<file path="src/rtl/decode_ctrl_pipe.sv">
// RV32 Decode-stage control decoder with ID/EX control register, illegal-op counter
// and optional M-extension divide busy sequencer (enabled by defining RV_MEXT_EN).
module decode_ctrl_pipe #(
    parameter int unsigned IMMSRC_W    = 3,
    parameter int unsigned ILL_CNT_W   = 8,
    parameter int unsigned DIV_LATENCY = 4
) (
    input  logic                 clk,
    input  logic                 reset,
    input  logic                 valid_d,
    input  logic [6:0]           op,
    input  logic [2:0]           funct3,
    input  logic [6:0]           funct7,
    input  logic                 stall_e,
    input  logic                 flush_e,
    output logic [IMMSRC_W-1:0]  ImmSrcD,
    output logic                 illegal_d,
    output logic                 RegWriteE,
    output logic                 MemWriteE,
    output logic                 ALUSrcE,
    output logic                 JumpE,
    output logic                 JalrE,
    output logic                 BranchE,
    output logic [1:0]           ResultSrcE,
    output logic [1:0]           ALUOpE,
    output logic                 MulDivE,
    output logic                 validE,
    output logic                 illegalE,
    output logic                 div_busy,
    output logic [ILL_CNT_W-1:0] ill_count
);

    localparam logic [6:0] OpLoad   = 7'b0000011;
    localparam logic [6:0] OpStore  = 7'b0100011;
    localparam logic [6:0] OpRType  = 7'b0110011;
    localparam logic [6:0] OpBranch = 7'b1100011;
    localparam logic [6:0] OpIAlu   = 7'b0010011;
    localparam logic [6:0] OpAuipc  = 7'b0010111;
    localparam logic [6:0] OpLui    = 7'b0110111;
    localparam logic [6:0] OpJalr   = 7'b1100111;
    localparam logic [6:0] OpJal    = 7'b1101111;

    localparam logic [6:0] F7Base   = 7'b0000000;
    localparam logic [6:0] F7Alt    = 7'b0100000;
`ifdef RV_MEXT_EN
    localparam logic [6:0] F7MulDiv = 7'b0000001;
`endif

    if (DIV_LATENCY < 2) begin : gDivLatencyCheck
        $error("decode_ctrl_pipe: DIV_LATENCY must be at least 2");
    end

    logic                legalD;
    logic                regWriteD;
    logic                memWriteD;
    logic                aluSrcD;
    logic                jumpD;
    logic                jalrD;
    logic                branchD;
    logic [1:0]          resultSrcD;
    logic [1:0]          aluOpD;
    logic [IMMSRC_W-1:0] immSelD;
    logic                mulDivD;
    logic                loadStep;

    // Main decoder: unrecognised encodings fall through with every control at 0.
    always_comb begin
        legalD     = 1'b1;
        regWriteD  = 1'b0;
        memWriteD  = 1'b0;
        aluSrcD    = 1'b0;
        jumpD      = 1'b0;
        jalrD      = 1'b0;
        branchD    = 1'b0;
        resultSrcD = 2'b00;
        aluOpD     = 2'b00;
        immSelD    = '0;
        mulDivD    = 1'b0;
        case (op)
            OpLoad: begin
                regWriteD  = 1'b1;
                aluSrcD    = 1'b1;
                resultSrcD = 2'b01;
            end
            OpStore: begin
                immSelD   = IMMSRC_W'(3'b001);
                aluSrcD   = 1'b1;
                memWriteD = 1'b1;
            end
            OpRType: begin
                if (funct7 == F7Base || funct7 == F7Alt) begin
                    regWriteD = 1'b1;
                    aluOpD    = 2'b10;
                end
`ifdef RV_MEXT_EN
                else if (funct7 == F7MulDiv) begin
                    regWriteD = 1'b1;
                    aluOpD    = 2'b10;
                    mulDivD   = 1'b1;
                end
`endif
                else begin
                    legalD = 1'b0;
                end
            end
            OpBranch: begin
                immSelD = IMMSRC_W'(3'b010);
                aluOpD  = 2'b01;
                branchD = 1'b1;
            end
            OpIAlu: begin
                regWriteD = 1'b1;
                aluSrcD   = 1'b1;
                aluOpD    = 2'b10;
            end
            OpAuipc: begin
                regWriteD  = 1'b1;
                immSelD    = IMMSRC_W'(3'b100);
                resultSrcD = 2'b11;
            end
            OpLui: begin
                regWriteD  = 1'b1;
                immSelD    = IMMSRC_W'(3'b101);
                resultSrcD = 2'b11;
            end
            OpJalr: begin
                if (funct3 == 3'b000) begin
                    regWriteD  = 1'b1;
                    aluSrcD    = 1'b1;
                    resultSrcD = 2'b10;
                    jalrD      = 1'b1;
                end else begin
                    legalD = 1'b0;
                end
            end
            OpJal: begin
                regWriteD  = 1'b1;
                immSelD    = IMMSRC_W'(3'b011);
                resultSrcD = 2'b10;
                jumpD      = 1'b1;
            end
            default: legalD = 1'b0;
        endcase
    end

    assign ImmSrcD   = immSelD;
    assign illegal_d = valid_d & ~legalD;
    assign loadStep  = ~flush_e & ~stall_e;

    // ID/EX control register: flush beats stall; an invalid slot loads all-zero controls.
    always_ff @(posedge clk or posedge reset) begin
        if (reset) begin
            RegWriteE  <= 1'b0;
            MemWriteE  <= 1'b0;
            ALUSrcE    <= 1'b0;
            JumpE      <= 1'b0;
            JalrE      <= 1'b0;
            BranchE    <= 1'b0;
            ResultSrcE <= 2'b00;
            ALUOpE     <= 2'b00;
            validE     <= 1'b0;
            illegalE   <= 1'b0;
        end else if (flush_e) begin
            RegWriteE  <= 1'b0;
            MemWriteE  <= 1'b0;
            ALUSrcE    <= 1'b0;
            JumpE      <= 1'b0;
            JalrE      <= 1'b0;
            BranchE    <= 1'b0;
            ResultSrcE <= 2'b00;
            ALUOpE     <= 2'b00;
            validE     <= 1'b0;
            illegalE   <= 1'b0;
        end else if (!stall_e) begin
            RegWriteE  <= valid_d & regWriteD;
            MemWriteE  <= valid_d & memWriteD;
            ALUSrcE    <= valid_d & aluSrcD;
            JumpE      <= valid_d & jumpD;
            JalrE      <= valid_d & jalrD;
            BranchE    <= valid_d & branchD;
            ResultSrcE <= resultSrcD & {2{valid_d}};
            ALUOpE     <= aluOpD & {2{valid_d}};
            validE     <= valid_d;
            illegalE   <= illegal_d;
        end
    end

    // Saturating count of illegal instructions entering Execute.
    always_ff @(posedge clk or posedge reset) begin
        if (reset) begin
            ill_count <= '0;
        end else if (loadStep && illegal_d && (ill_count != {ILL_CNT_W{1'b1}})) begin
            ill_count <= ill_count + ILL_CNT_W'(1);
        end
    end

`ifdef RV_MEXT_EN
    localparam int unsigned CntW = (DIV_LATENCY > 2) ? $clog2(DIV_LATENCY) : 1;

    typedef enum logic {
        DivIdle = 1'b0,
        DivBusy = 1'b1
    } divStateT;

    divStateT        divState;
    divStateT        divStateNext;
    logic [CntW-1:0] divCnt;
    logic [CntW-1:0] divCntNext;
    logic            divStart;

    assign divStart = loadStep & valid_d & mulDivD & funct3[2];

    always_ff @(posedge clk or posedge reset) begin
        if (reset) begin
            MulDivE <= 1'b0;
        end else if (flush_e) begin
            MulDivE <= 1'b0;
        end else if (!stall_e) begin
            MulDivE <= valid_d & mulDivD;
        end
    end

    always_ff @(posedge clk or posedge reset) begin
        if (reset) begin
            divState <= DivIdle;
            divCnt   <= '0;
        end else begin
            divState <= divStateNext;
            divCnt   <= divCntNext;
        end
    end

    // A new divide capture restarts the count even on the edge that would end BUSY.
    always_comb begin
        divStateNext = divState;
        divCntNext   = divCnt;
        if (flush_e) begin
            divStateNext = DivIdle;
            divCntNext   = '0;
        end else if (divStart) begin
            divStateNext = DivBusy;
            divCntNext   = CntW'(DIV_LATENCY - 1);
        end else if (divState == DivBusy) begin
            if (divCnt == '0) begin
                divStateNext = DivIdle;
            end else begin
                divCntNext = divCnt - CntW'(1);
            end
        end
    end

    always_comb begin
        div_busy = 1'b0;
        if (divState == DivBusy && divCnt != '0) begin
            div_busy = 1'b1;
        end
    end
`else
    assign MulDivE  = 1'b0;
    assign div_busy = 1'b0;
`endif

endmodule

</file>
<file path="config.mk">
export PLATFORM = sky130hd
export DESIGN_NAME = decode_ctrl_pipe
export DESIGN_NICKNAME = d
export VERILOG_FILES = /design/src/rtl/decode_ctrl_pipe.sv
export SDC_FILE = /design/constraint.sdc
export NUM_CORES = 1
export LEC_CHECK = 0
export ABC_CLOCK_PERIOD_IN_PS = 3400
export BUFFER_PORTS_ARGS = -buffer_cell sky130_fd_sc_hd__buf_2
export CORE_UTILIZATION = 50
export CTS_CLUSTER_DIAMETER = 30
export DETAILED_ROUTE_END_ITERATION = 8
export HOLD_SLACK_MARGIN = 0.05
export PLACE_DENSITY = 0.82
export SLEW_MARGIN = 20
export SYNTH_ARGS = -nofsm -noshare
export SYNTH_HDL_FRONTEND = slang
export SYNTH_SLANG_ARGS = --single-unit
</file>
<file path="constraint.sdc">
create_clock -name clk -period 3.4 [get_ports clk]
set_input_delay 0.17 -clock clk [delete_from_list [all_inputs] [get_ports clk]]
set_output_delay 0.17 -clock clk [all_outputs]
set_load 0.01 [all_outputs]
</file>
==> results.md, run 1 <==
- Drt total wl: 2.64 mm
- I/O pins: between 40 and 50
- Commonest non-fill, non-tap cell in the layout: buf_2
- Layout overhead on the synthesized area: 19.3%
- Worst setup path endpoint: ill_count[1]
- Tot Pwr: around 550 uW
- Netlist cell types: 40
- Setup Total Neg Slack: 0 ns
- Worst R2R Setup Slack: 1.46 ns
- Post_cts resized: 0
- Seq pwr share: 0.519
- PwrDens: roughly 390 nW/um^2
- Met3 wire length: about 160 um
- Clock sinks: 19
- Clk slew on worst S/H paths: approximately 0.12 ns
- Synth Register Bits: 19
- Internal power: about 360 uW
- WL/cell: between 10 and 15 um
- DRT Pass-1 Iters: 4
- Sw power: ~190 uW
- Max Cap Viol: 0
- VDD IR max: ~0.00037 V
- CP max FO: 5
- Status: finished clean
- TritonCTS clock tree: done
- Lkg Pwr: 0.693 nW
- Switching power share of the total: 0.339
- Vias per cell: between 5 and 6
- YS warnings: 0
- FF-to-FF Start: ill_count[0]
- Overall global routing resource usage: 0.223
- H-tree levels: 1
- Gate power share: 0.270
- Crit end category: flop
- Hold path cells: 2
- Clock power share: 0.211
- Met2 WL post-DR: about 1.4 mm
- Core Rows: 17
- Critical path class: flop to flop
- Synth area leader: dfrtp_1
- DR iter-0 viols: 33
- HP Class: input pin to flop
- DIE AREA: between 2000 and 3000 sq um
- Clock latency on the worst-skew pair: around 0.3 ns
- Sequential share of the synthesized area: 0.403
- Crit path from: ill_count[0]
- M1 WL: 1.10 mm
- Post-layout minimum cycle time: 1.94 ns
- Top cells by area, synth: dfrtp_1 (40%), nand2_1 (4.8%), nor2_1 (4.5%)
- Synth Instances: about 130
- Die height: roughly 50 um
- Starting Density: 0.533
- Port Buf Inserts: 44
- Slew @ Worst Pin: just under 0.7 ns
- DR vias: about 1100
- Setup violations, final: 0
- Unrepaired setup endpoints after global routing: no
- Die W: just over 50 um
- Maximum root-to-sink buffer count: 2
- Peak Freq: ~520 MHz
- Layout net count: 193
- Routed Antenna Nets: 0
- Gpl congestion: between 0.9 and 1
- Util after Layout: 0.636
- Largest net degree at the start of global routing: 20
- Mean cell area of the mapped netlist: 9.29 sq um
- Synth Cell Area: ~1200 sq um
- R2R depth: 6
- GRT overflow: 0
- Startpoint Class: flop
- Vias in the first global route: 990
- Root Buffer: clkbuf_4
- Hold Fails Final Rpt: 0
- Final worst path period share: 0.570
- Most frequent cells in the layout: buf_2 (44), dfrtp_1 (19), nand2_1 (15)
- DR top layer: met4
- # fillers: between 150 and 200
- WP data required: roughly 3.6 ns
- Global-route wire length before repair: around 4.3 mm
- Critical R2R Capture: ill_count[1]
- Top-area cell type share of the netlist area: 0.403
- Crit path DAT: approximately 2.1 ns
- Diode count: 0
- Layout cell share with drive strength beyond 1: 0.331
- Slew Viols, Final: 0
- HPWL Detailed: 2.03 mm
- DRC: 0
- Clock Skew: between 0.006 and 0.007 ns
- Worst relative slew slack: 0.535
- TritonCTS buffer count: 3
- Core Area: between 2000 and 2500 sq um
- Multi-input logic area: roughly 620 sq um
- Sequential Area: around 480 sq um
- Initial antenna violation count: 0
worst max-delay path: stages (launching register included):
cell	delay, ns
dfrtp_1	0.43
ha_1	0.23
nand2_1	0.10
nor3_1	0.06
nor3_1	0.50
nand3_2	0.18
mux2_1	0.34
logic make-up after synthesis:
group / synth area share
and+or+nand+nor: 0.298
AOI/OAI and AO/OA: 0.143
DFF: 0.403
buffers and inverters: 0.0721
xor gates and xnor gates: 0.0520
muxes: 0.0180
adders and majority gates: 0.0106
other: 0.00318
power by group through the flow:
stage / clock network [mW] / logic [mW] / registers [mW]
floorplan: 0 / 0.0813 / 0.298
global placement: 0 / 0.143 / 0.288
detailed placement: 0 / 0.148 / 0.289
CTS: 0.120 / 0.149 / 0.285
global route: 0.129 / 0.166 / 0.291
finish: 0.117 / 0.149 / 0.286
cells in the mapped netlist, drive strengths merged:
cell,number
clkinv,1
o41ai,1
clkbuf,4
o211ai,2
and3,3
o21ai,1
and3b,1
a21oi,9
nand3,4
dfrtp,19
nand2,16
nand4,8
or4,1
inv,3
xor2,1
a32oi,1
buf,4
a2bb2oi,1
nor3,7
and2,3
mux2,1
a22o,1
conb,1
a21boi,1
a31oi,1
nor4,3
a22oi,2
nor2,14
nor3b,2
mux2i,1
ha,1
o311a,1
xnor2,6
nor2b,2
routing by layer:
layer,global-route usage,vias to the layer above
li1,-,537
met1,0.275,523
met2,0.393,42
met3,0.0394,2
met4,0.0694,0
met5,0,-
state kept, by name, summed over array words and instances (netlist names):
name        count
ALUOpE          1
ALUSrcE         1
BranchE         1
JalrE           1
JumpE           1
MemWriteE       1
RegWriteE       1
ResultSrcE      2
ill_count       8
illegalE        1
validE          1
area by class of cell:
type                       count  area share
clock buffer                   3      0.0160
inverter                       4      0.0116
multi-input combinational     97       0.443
sequential                    19       0.338
tap                           28      0.0249
timing repair buffer          45       0.164
clock inverter                 1     0.00356
per-stage QoR:
step / setup slack (ns) / hold slack, ns / instance area [sq um] / std cells
after floorplan: 1.68 / 0.121 / 1180 / 128
after global placement: 1.61 / 0.310 / 1370 / 192
after detailed placement: 1.54 / 0.320 / 1370 / 192
after CTS: 1.52 / 0.188 / 1410 / 197
after global routing: 1.31 / 0.196 / 1410 / 197
final: 1.46 / 0.203 / 1410 / 197
worst min-delay path by stage:
stage / start / endpoint / slack [ns]
6_report: flush_e / BranchE / 0.20
3_5_place_dp: reset / validE / 0.32
2_1_floorplan: reset / ALUOpE[1] / 0.12
3_3_place_gp: reset / ResultSrcE[1] / 0.31
4_1_cts: flush_e / BranchE / 0.19
5_1_grt: valid_d / ALUOpE[1] / 0.20
repair_timing:
| item | CTS | global route |
|---|---|---|
| hold buffers | 1 | 0 |
| setup buffers | 0 | 0 |
| hold endpoints to repair | 19 | 0 |
Power figures use the tool's default switching activity.
==> inputs of run 2 (changes only) <==
ABC_CLOCK_PERIOD_IN_PS = 1750   (was 3400)
CORE_UTILIZATION = 43   (was 50)
PLACE_DENSITY = 0.75   (was 0.82)
clock period = 1.75 ns   (was 3.4 ns; I/O delays follow)
==> run 2 against run 1 <==
Effect of this change:
- non-clock buffer count up 2
- final cell count up 2.0%
- combinational power up 99%
- core utilization down 7.5 points
- largest cell class unchanged
- wire length is 1.9% lower
- clock power rose by 86%
==> results.md, run 2 (same netlist as run 1, synthesis figures left out) <==
- Slew @ Worst Pin: 0.708 ns (was 0.696 ns)
- DIE AREA: 2960 sq um (was 2560 sq um)
- Diode count: 0 (unchanged)
- Layout cell share with drive strength beyond 1: 0.339 (was 0.331)
- TritonCTS buffer count: 3 (unchanged)
- Global-route wire length before repair: 4.35 mm (was 4.30 mm)
- WL/cell: 12.9 um (was 13.4 um)
- DRT Pass-1 Iters: 4 (unchanged)
- PwrDens: 747 nW/um^2 (was 392 nW/um^2)
- Worst R2R Setup Slack: 0.18 ns (was 1.46 ns)
- Vias per cell: 5.50 (was 5.60)
- Maximum root-to-sink buffer count: 2 (unchanged)
- Register with the highest flop count: ill_count (unchanged)
- Most frequent cells in the layout: buf_2 (44), dfrtp_1 (19), nand2_1 (15) (unchanged)
- Largest net degree at the start of global routing: 20 (unchanged)
- Final instance area: 1430 sq um (was 1410 sq um)
- Clock sinks: 19 (unchanged)
- VDD IR max: 0.000916 V (was 0.000366 V)
- WP data required: 1.94 ns (was 3.59 ns)
- CP max FO: 4 (was 5)
- Layout overhead on the synthesized area: 21.1% (was 19.3%)
- Starting Density: 0.464 (was 0.533)
- Clock latency on the worst-skew pair: 0.29 ns (was 0.30 ns)
- Lkg Pwr: 0.700 nW (was 0.693 nW)
- FF-to-FF Start: ill_count[0] (unchanged)
- Max Cap Viol: 0 (unchanged)
- Area post-placement: 1390 sq um (was 1370 sq um)
- H-tree levels: 1 (unchanged)
- Worst setup path endpoint: ill_count[1] (unchanged)
- GRT overflow: 0 (unchanged)
- Setup WS pre-CTS: 0.0790 ns (was 1.54 ns)
- # fillers: 234 (was 191)
- DR vias: 1106 (was 1104)
- Max reg flops: 8 (unchanged)
- Critical R2R Capture: ill_count[1] (unchanged)
- Crit path from: ill_count[0] (unchanged)
- Drt total wl: 2.59 mm (was 2.64 mm)
- Slew Viols, Final: 0 (unchanged)
- Overall global routing resource usage: 0.202 (was 0.223)
- Hold path startpoint: valid_d (was flush_e)
- Gpl congestion: 0.881 (was 0.926)
- Status: finished clean (unchanged)
- Commonest non-fill, non-tap cell in the layout: buf_2 (unchanged)
- Hold Fails Final Rpt: 0 (unchanged)
- Vias in the first global route: 1033 (was 990)
- Root Buffer: clkbuf_4 (unchanged)
- Die W: 54.4 um (was 50.6 um)
- DRC: 0 (unchanged)
- HP Class: input pin to flop (unchanged)
- TritonCTS clock tree: done (unchanged)
- Setup violations, final: 0 (unchanged)
- Layout net count: 195 (was 193)
- Initial antenna violation count: 0 (unchanged)
- Fin worst setup slack: 0.178 ns (was 1.46 ns)
- R2R depth: 6 (unchanged)
- Unrepaired setup endpoints after global routing: no (unchanged)
- Clk slew on worst S/H paths: 0.10 ns (was 0.12 ns)
- I/O pins: 48 (unchanged)
- Port Buf Inserts: 44 (unchanged)
- Final worst path period share: 0.898 (was 0.570)
- Critical path class: flop to flop (unchanged)
- HPWL Detailed: 1.99 mm (was 2.03 mm)
- Die height: 54.4 um (was 50.6 um)
- Core Area: 2540 sq um (was 2210 sq um)
- Crit path DAT: 1.76 ns (was 2.13 ns)
- Worst relative slew slack: 0.527 (was 0.535)
- Peak Freq: 636 MHz (was 516 MHz)
- Setup Total Neg Slack: 0 ns (unchanged)
- Core Rows: 18 (was 17)
- Clock Skew: 0.000400 ns (was 0.00668 ns)
- DR iter-0 viols: 27 (was 33)
- Hold Slack: 0.108 ns (was 0.203 ns)
- Util after Layout: 0.561 (was 0.636)
- Startpoint Class: flop (unchanged)
- Routed Antenna Nets: 0 (unchanged)
- Biggest regs: ill_count (8), ResultSrcE (2) (unchanged)
- Crit end category: flop (unchanged)
- Post-layout minimum cycle time: 1.57 ns (was 1.94 ns)
## run 2: cell types whose count changed in the layout (fill, tap and decap cells not counted), sizes merged
cell,previous run,this run
clkinv,2,1
buf,44,46
clkbuf,3,4
## run 2: layout make-up
type / count / area [sq um] / area share
Inverter: 4 / 16.3 / 0.0114
Clock buffer: 4 / 26.3 / 0.0184
Sequential cell: 19 / 475 / 0.333
Tap cell: 30 / 37.5 / 0.0263
Multi-Input combinational cell: 97 / 628 / 0.440
Timing Repair Buffer: 47 / 245 / 0.172
## run 2: per-stage QoR
step	std cells	power [mW]
after floorplan	128	0.738
after global placement	196	0.838
after detailed placement	196	0.854
after CTS	201	1.08
after global routing	201	1.14
final	201	1.07
## run 2: worst max-delay path: stages (launching register included)
cell     delay [ns]
dfrtp_1        0.41
ha_1           0.22
nand2_1        0.08
nor3_1         0.24
nor3_2         0.09
nand3_2        0.11
mux2_1         0.31
## run 2: worst min path at each step
stage	to	slack (ns)	depth (start not counted)
global route	ALUOpE[1]	0.1	3
global placement	validE	0.22	2
CTS	ALUOpE[1]	0.1	3
finish	ALUOpE[1]	0.11	3
floorplan	ALUOpE[1]	0.04	1
detailed placement	validE	0.24	2
## run 2: report_power, final
group / internal, mW / switching [mW] / total [mW]
clock: 0.0887 / 0.129 / 0.218
sequential: 0.492 / 0.0609 / 0.553
combinational: 0.135 / 0.161 / 0.296
total: 0.716 / 0.351 / 1.07
## run 2: metal layers
| metal | vias up | track usage | part of all wire |
|---|---|---|---|
| met3 | 2 | 0.0583 | 0.064 |
| met2 | 44 | 0.366 | 0.49 |
| met5 | - | 0 | 0 |
| li1 | 538 | - | - |
| met4 | 0 | 0.0256 | 0.0054 |
| met1 | 522 | 0.239 | 0.44 |
## run 2: repair_timing
action                                  CTS  global route
endpoints found under the setup margin    0             2
buffers inserted                          0             0
hold endpoints to repair                 19             0
resized for setup                         0             1
hold buffers                              1             0
